`src/rtl/rr_arbiter4_5_pkg.sv`:
```
// Shared CPU-peripheral constants: arbiter FSM encoding, hold default and bus widths.
package rr_arbiter4_5_pkg;

    localparam int unsigned NREQ             = 4;
    localparam int unsigned IDXW             = 2;
    localparam int unsigned ADDRW            = 5;
    localparam int unsigned MAX_HOLD_DEFAULT = 8;

    typedef enum logic {
        IDLE  = 1'b0,
        GRANT = 1'b1
    } arb_state_t;

endpackage

```
`src/rtl/mux4x5.sv`:
```
// 5-bit 4:1 select mux with an enable that forces the output to zero.
module mux4x5
    import rr_arbiter4_5_pkg::*;
(
    input  logic [IDXW-1:0]  sel,
    input  logic             en,
    input  logic [ADDRW-1:0] d0,
    input  logic [ADDRW-1:0] d1,
    input  logic [ADDRW-1:0] d2,
    input  logic [ADDRW-1:0] d3,
    output logic [ADDRW-1:0] y_c
);

    always_comb begin
        y_c = '0;
        if (en) begin
            unique case (sel)
                2'd0:    y_c = d0;
                2'd1:    y_c = d1;
                2'd2:    y_c = d2;
                default: y_c = d3;
            endcase
        end
    end

endmodule

```
`src/rtl/rr_pick4.sv`:
```
// Rotating-priority pick: requester at ptr first, then ptr+1..ptr+3 with mod-4 wrap.
module rr_pick4
    import rr_arbiter4_5_pkg::*;
(
    input  logic [NREQ-1:0] req,
    input  logic [IDXW-1:0] ptr,
    output logic [NREQ-1:0] onehot_c,
    output logic [IDXW-1:0] idx_c,
    output logic            any_c
);

    logic [IDXW-1:0] cand;

    // Scan lowest priority first so the highest-priority requester is written last.
    always_comb begin
        idx_c = '0;
        cand  = '0;
        any_c = |req;
        for (int k = NREQ - 1; k >= 0; k--) begin
            cand = ptr + IDXW'(k);
            if (req[cand]) begin
                idx_c = cand;
            end
        end
        onehot_c = any_c ? (NREQ'(1) << idx_c) : '0;
    end

endmodule

```
`src/rtl/rr_arbiter4_5.sv`:
```
// Four-way round-robin arbiter with per-owner hold limit and zero-bubble handoff.
module rr_arbiter4_5
    import rr_arbiter4_5_pkg::*;
#(
    parameter int unsigned MAX_HOLD = MAX_HOLD_DEFAULT
) (
    input  logic             clk,
    input  logic             rst_n,
    input  logic [NREQ-1:0]  req,
    input  logic [ADDRW-1:0] addr0,
    input  logic [ADDRW-1:0] addr1,
    input  logic [ADDRW-1:0] addr2,
    input  logic [ADDRW-1:0] addr3,
    output logic [NREQ-1:0]  gnt,
    output logic [IDXW-1:0]  sel,
    output logic [ADDRW-1:0] o,
    output logic             valid
);

    localparam int unsigned HW = $clog2(MAX_HOLD) + 1;

    arb_state_t      state, state_n;
    logic [IDXW-1:0] ptr, ptr_n;
    logic [HW-1:0]   hold_cnt, hold_n;
    logic [NREQ-1:0] gnt_n;
    logic [IDXW-1:0] sel_n;
    logic            valid_n;

    logic [IDXW-1:0] pick_ptr_c;
    logic [NREQ-1:0] pick_onehot_c;
    logic [IDXW-1:0] pick_idx_c;
    logic            pick_any_c;

    // While owned, arbitration looks from the slot after the owner, so the owner ranks last.
    assign pick_ptr_c = (state == GRANT) ? sel + IDXW'(1) : ptr;

    rr_pick4 u_pick (
        .req      (req),
        .ptr      (pick_ptr_c),
        .onehot_c (pick_onehot_c),
        .idx_c    (pick_idx_c),
        .any_c    (pick_any_c)
    );

    always_ff @(posedge clk) begin
        if (!rst_n) begin
            state    <= IDLE;
            ptr      <= '0;
            hold_cnt <= '0;
            gnt      <= '0;
            sel      <= '0;
            valid    <= 1'b0;
        end else begin
            state    <= state_n;
            ptr      <= ptr_n;
            hold_cnt <= hold_n;
            gnt      <= gnt_n;
            sel      <= sel_n;
            valid    <= valid_n;
        end
    end

    always_comb begin
        state_n = state;
        ptr_n   = ptr;
        hold_n  = hold_cnt;
        gnt_n   = gnt;
        sel_n   = sel;
        valid_n = valid;
        unique case (state)
            IDLE: begin
                if (pick_any_c) begin
                    state_n = GRANT;
                    gnt_n   = pick_onehot_c;
                    sel_n   = pick_idx_c;
                    valid_n = 1'b1;
                    hold_n  = '0;
                end
            end
            GRANT: begin
                if (req[sel] && (hold_cnt < HW'(MAX_HOLD - 1))) begin
                    hold_n = hold_cnt + HW'(1);
                end else begin
                    // Release or timeout: advance pointer and re-arbitrate in the same edge.
                    ptr_n  = pick_ptr_c;
                    hold_n = '0;
                    if (pick_any_c) begin
                        gnt_n   = pick_onehot_c;
                        sel_n   = pick_idx_c;
                        valid_n = 1'b1;
                    end else begin
                        state_n = IDLE;
                        gnt_n   = '0;
                        valid_n = 1'b0;
                    end
                end
            end
            default: state_n = IDLE;
        endcase
    end

    mux4x5 u_mux (
        .sel (sel),
        .en  (valid),
        .d0  (addr0),
        .d1  (addr1),
        .d2  (addr2),
        .d3  (addr3),
        .y_c (o)
    );

endmodule

```
`config.mk`:
```
export PLATFORM = sky130hd
export DESIGN_NAME = rr_arbiter4_5
export DESIGN_NICKNAME = d
export VERILOG_FILES = /design/src/rtl/rr_arbiter4_5_pkg.sv /design/src/rtl/mux4x5.sv /design/src/rtl/rr_pick4.sv /design/src/rtl/rr_arbiter4_5.sv
export SDC_FILE = /design/constraint.sdc
export NUM_CORES = 1
export LEC_CHECK = 0
export CAP_MARGIN = 10
export CORE_MARGIN = 2
export CORE_UTILIZATION = 38
export DETAILED_ROUTE_END_ITERATION = 10
export PLACE_DENSITY = 0.82
export SYNTH_ARGS = -nofsm -noshare
export SYNTH_HDL_FRONTEND = slang
export SYNTH_SLANG_ARGS = --single-unit
```
`constraint.sdc`:
```
create_clock -name clk -period 2.1 [get_ports clk]
set_input_delay 0.315 -clock clk [delete_from_list [all_inputs] [get_ports clk]]
set_output_delay 0.315 -clock clk [all_outputs]
set_load 0.1 [all_outputs]
```
---- Word level (Yosys, flattened, before mapping) ----
Cells that the tools add are included.
word-level totals
  bits of input ports ..................... 26
  output and inout bits ................... 12
  register bits ........................... 14
operators by class
  $lt $le $gt $ge ......................... 6
  bitwise logic cells ..................... 2
  muxes and demuxes ....................... 33
  add/sub/neg operators ................... 5
  equality and inequality tests ........... 4
  shift operators ......................... 1
  reductions and logical operators ........ 5
operators by type and width
  operator                                             number
  2-to-1 mux 4 bit                                     5
  case mux 4 bit (2 select lines)                      2
  < comparator 2 x 3 -> 1 bit (second input constant)  5
  case mux 5 bit (3 select lines)                      1
  2-to-1 mux 2 bit                                     7
  binary-select mux 1 bit (select 2 bit)               5
  2-to-1 mux 1 bit                                     9
  2-to-1 mux 5 bit                                     1
  adder 2 x 1 -> 2 bit (second input constant)         2
  adder 2 bit (second input constant)                  2
  adder 4 x 1 -> 4 bit (second input constant)         1
  < comparator 4 x 3 -> 1 bit (second input constant)  1
  != test 2 bit (second input constant)                2
  case mux 1 bit (2 select lines)                      2
  case mux 2 bit (2 select lines)                      1
  AND reduction 2 bit                                  2
  OR reduction 4 bit                                   1
  << shifter 1 x 2 -> 4 bit (first input constant)     1
  == test 2 x 1 -> 1 bit (second input constant)       1
  == test 2 bit (second input constant)                1
  zero test 2 bit                                      1
  inverter 1 bit                                       2
  logical AND 1 bit                                    1

---- Depth between registers and ports, before layout ----
  depth after elaboration ................. 13
  mapped depth ............................ 7
  gate-level depth less buffers ........... 7

---- Modules after synthesis ----
From an unflattened synthesis, not the netlist that was laid out.
second synthesis, totals
  cell total of the unflattened synthesis .. 119
  area total of the unflattened synthesis .. 1033.5 um^2
by module, submodules not included
  module         cells an instance  area each (um^2)  times used
  rr_arbiter4_5  72                 683.2             1
  rr_pick4       29                 196.4             1
  mux4x5         18                 153.9             1

---- Worst setup path after synthesis ----
No wires, ideal clock.
  path kind ............................... register -> output
  start ................................... reg sel[0]
  end ..................................... out o[3]
  slack ................................... -1.161 ns
  required time ........................... 1.785 ns
  stages on the path, launching flop included .. 5
  buffers on the path ..................... 1
  data arrival time ....................... 2.946 ns
  cell sequence ........................... dfxtp_1 > ha_1 > clkbuf_1 > a21oi_1 > nor2_1
on the way
  longest elaborated chain between the ends .. 3
  elaborated cells on any way between the ends .. 5
  those cells by class .................... eq/ne: 2; mux: 2; reduce/logical: 1
ends and longest elaborated chain
  what                                         line                 text
  from (decl)                                  rr_arbiter4_5.sv:15  output logic [IDXW-1:0] sel,
  from (signal assigned)                       rr_arbiter4_5.sv:58  sel <= sel_n;
  == test 2 bit, or another cell as far along  mux4x5.sv:17         unique case (sel)
  case mux 5 bit (3 select lines) *            mux4x5.sv:17
  2-to-1 mux 5 bit *                           mux4x5.sv:16         if (en) begin
  to (decl)                                    rr_arbiter4_5.sv:16  output logic [ADDRW-1:0] o,
Every way passes the cells marked *; elsewhere a longest branch is shown, timed or not.

---- Worst setup path after layout ----
  start ................................... reg sel[1]
  end ..................................... out o[1]
The elaborated chain is that of the path after synthesis.

==> metrics.txt <==
hold_buf cts=0; failing checks=negative setup slack; first-pass GRT wire length=3974 um; Worst Path Arrival=1.81 ns; VDD IR max=482.7 uV; Post-synth ARST share=0%; leakage=0.6220 nW; gpl congestion=0.9952; Clock Latency Late Sink=0.27 ns; Worst Slack Setup Final=-0.02530 ns; via density per instance=5.548; sequential power share=27.7%; Max-slew headroom=66.63%; via count=1032; Crit Reg-Reg Startpoint=sel[0]; sequential cell area=289.0 sq um; CTS Buf Count=3; largest net degree at the start of global routing=18; Cell Int Power=0.6372 mW; combinational fraction of design power=55.1%; Final Hold Viols=0; Mapped Nets=140; Worst Skew=0.0003356 ns; Final period util=101.2%; Fill cells=167; Yosys top cell area share=30.07%; crit path from=sel[1]; DIE WIDTH=53.53 um; post-synth top area cell=dfxtp_1; Antenna Diode Count=0; CTS clk-pin slew, worst paths=0.09 ns; Syn-to-layout area delta=71.14%; Post-synth EDFFs=0; top cells by area, synth=dfxtp_1 (30%), ha_1 (6.7%), nor2_1 (5.6%); Max Fclk=470.5 MHz; Synth cell types=36; DR DRC count=0; Post-DP HPWL=2006 um; Max FO, Critical Path=6; Final Routed Wirelength=2754 um; CTS sink cnt=14; footprint of the multi-input gates=710.7 sq um; placed inst area=1485 sq um; H-tree levels=1; GRT overflow=0; drt wl/cell=14.81 um; die height=53.53 um; cell area after layout=1595 sq um; vias in the first global route=949; Total GRT Usage=18.46%; sequential-to-total area share from yosys stat=30.07%; outcome=complete, but fails checks; Root Buffer=clkbuf_4; Mapped Area=932.1 sq um; Clk pwr share=17.2%; NumNets Final=190; crit path time final=2.125 ns; Max-Cap Viols=0; Starting Density=40.96%; Slew @ Worst Pin=0.4989 ns; Post-Syn Instances=109; IO Count=38; Worst Path Required=1.78 ns; HP Start=hold_cnt[3]; CP endpoint kind=output pin; ys flop type=dfxtp_1; initial antenna violation count=0; Slew Limit Fails=0; Post-synth top cells=dfxtp_1 (14), nor2_1 (14), a21oi_1 (8); total negative slack=-0.02530 ns; unrepaired setup endpoints after global routing=true; Ys Warns=0; Clock Path Buffers=2; Setup-failing EPs final=1; switching share of power=43.48%; pwr dens=706.7 nW/um^2; DRT Pass-1 Iters=4; core area=2276 sq um; CTS tree=done; share of post-route cells with drive strength above 1=36.08%; CP Class=register to output pin; PortBufs=37; Mean Syn Cell Area=8.552 sq um; hold crit path type=register to register; crit path launch type=register; Final Util=70.09%; FP Rows=17; starting DRC count in detailed routing=38; Antenna Violating Nets Remaining=0; count of state elements after synthesis=14; switching power=0.4901 mW; die footprint=2865 sq um
==> logic make-up (layout without fill, tap and decap cells) <==
| family | after synthesis | after routing | synth area share (%) |
|---|---|---|---|
| and+or+nand+nor | 43 | 43 | 25.10 |
| AOI/OAI and AO/OA | 32 | 32 | 26.18 |
| DFF | 14 | 14 | 30.07 |
| buffers and inverters | 10 | 59 | 5.101 |
| adders and majority gates | 5 | 5 | 6.711 |
| muxes | 5 | 5 | 6.846 |
==> layer usage <==
layer / up-vias / GRT usage [%] / share of wire [%]
li1: 511 / - / -
met1: 475 / 22.09 / 42
met2: 44 / 33.54 / 48
met3: 2 / 3.955 / 10
met4: 0 / 3.846 / 0.22
met5: - / 0 / 0
==> through the flow <==
| step | cells | hold WS, ns | power [mW] | setup slack [ns] |
|---|---|---|---|---|
| after floorplan | 109 | 0.4407 | 0.7102 | 0.002129 |
| after global placement | 180 | 0.4612 | 0.8913 | -0.06840 |
| after detailed placement | 180 | 0.4703 | 0.9002 | -0.1542 |
| after CTS | 185 | 0.4850 | 1.109 | -0.01586 |
| after global routing | 186 | 0.5323 | 1.175 | -0.07532 |
| final | 186 | 0.4836 | 1.127 | -0.02530 |
==> final cells by class <==
| cell class | instances | share of cell area [%] |
|---|---|---|
| clock buffers | 4 | 2.275 |
| inverters | 5 | 1.490 |
| multi-input cells | 85 | 44.55 |
| flip-flops and latches | 14 | 18.12 |
| well taps | 28 | 2.196 |
| repair buffers | 50 | 31.37 |
==> path summary, 6_finish.rpt <==
path / endpoint / slack (ns) / cells after the start
max: o[1] / -0.03 / 7
min: hold_cnt[3] / 0.48 / 2
max reg2reg: gnt[3] / 0.08 / 6
min reg2reg: hold_cnt[3] / 0.48 / 2
==> timing repair <==
item | CTS | global route
buffers inserted | 1 | 1
pin swaps | 3 | 4
gates resized for setup | 6 | 7
endpoints found under the setup margin | 5 | 9
==> cell usage in the layout, fill, tap and decap left out, drive strengths merged, types with 5 or more instances in the layout <==
cell type      count
nor2              14
nor2b              5
clkdlybuf4s50     25
a21oi              8
ha                 5
inv                5
nand2              5
dfxtp             14
a222oi             5
buf               25
==> state kept, by name, summed over array words and instances (netlist names) <==
register / count
hold_cnt: 4
state: 1
sel: 2
valid: 1
gnt: 4
ptr: 2
==> power by group through the flow <==
| stage | Combinational, mW | Clock (mW) | Sequential [mW] |
|---|---|---|---|
| floorplan | 0.290 | 0 | 0.420 |
| global placement | 0.574 | 0 | 0.318 |
| detailed placement | 0.581 | 0 | 0.319 |
| CTS | 0.601 | 0.199 | 0.310 |
| global route | 0.653 | 0.207 | 0.315 |
| finish | 0.621 | 0.194 | 0.312 |
==> worst max-delay path: stages (launching register included) <==
cell and delay (ns):
dfxtp_4 0.41, inv_4 0.06, ha_4 0.17, a222oi_1 0.37, nor2_1 0.11, a21oi_2 0.18, nor2_4 0.05, buf_12 0.18
Power figures use the tool's default switching activity.
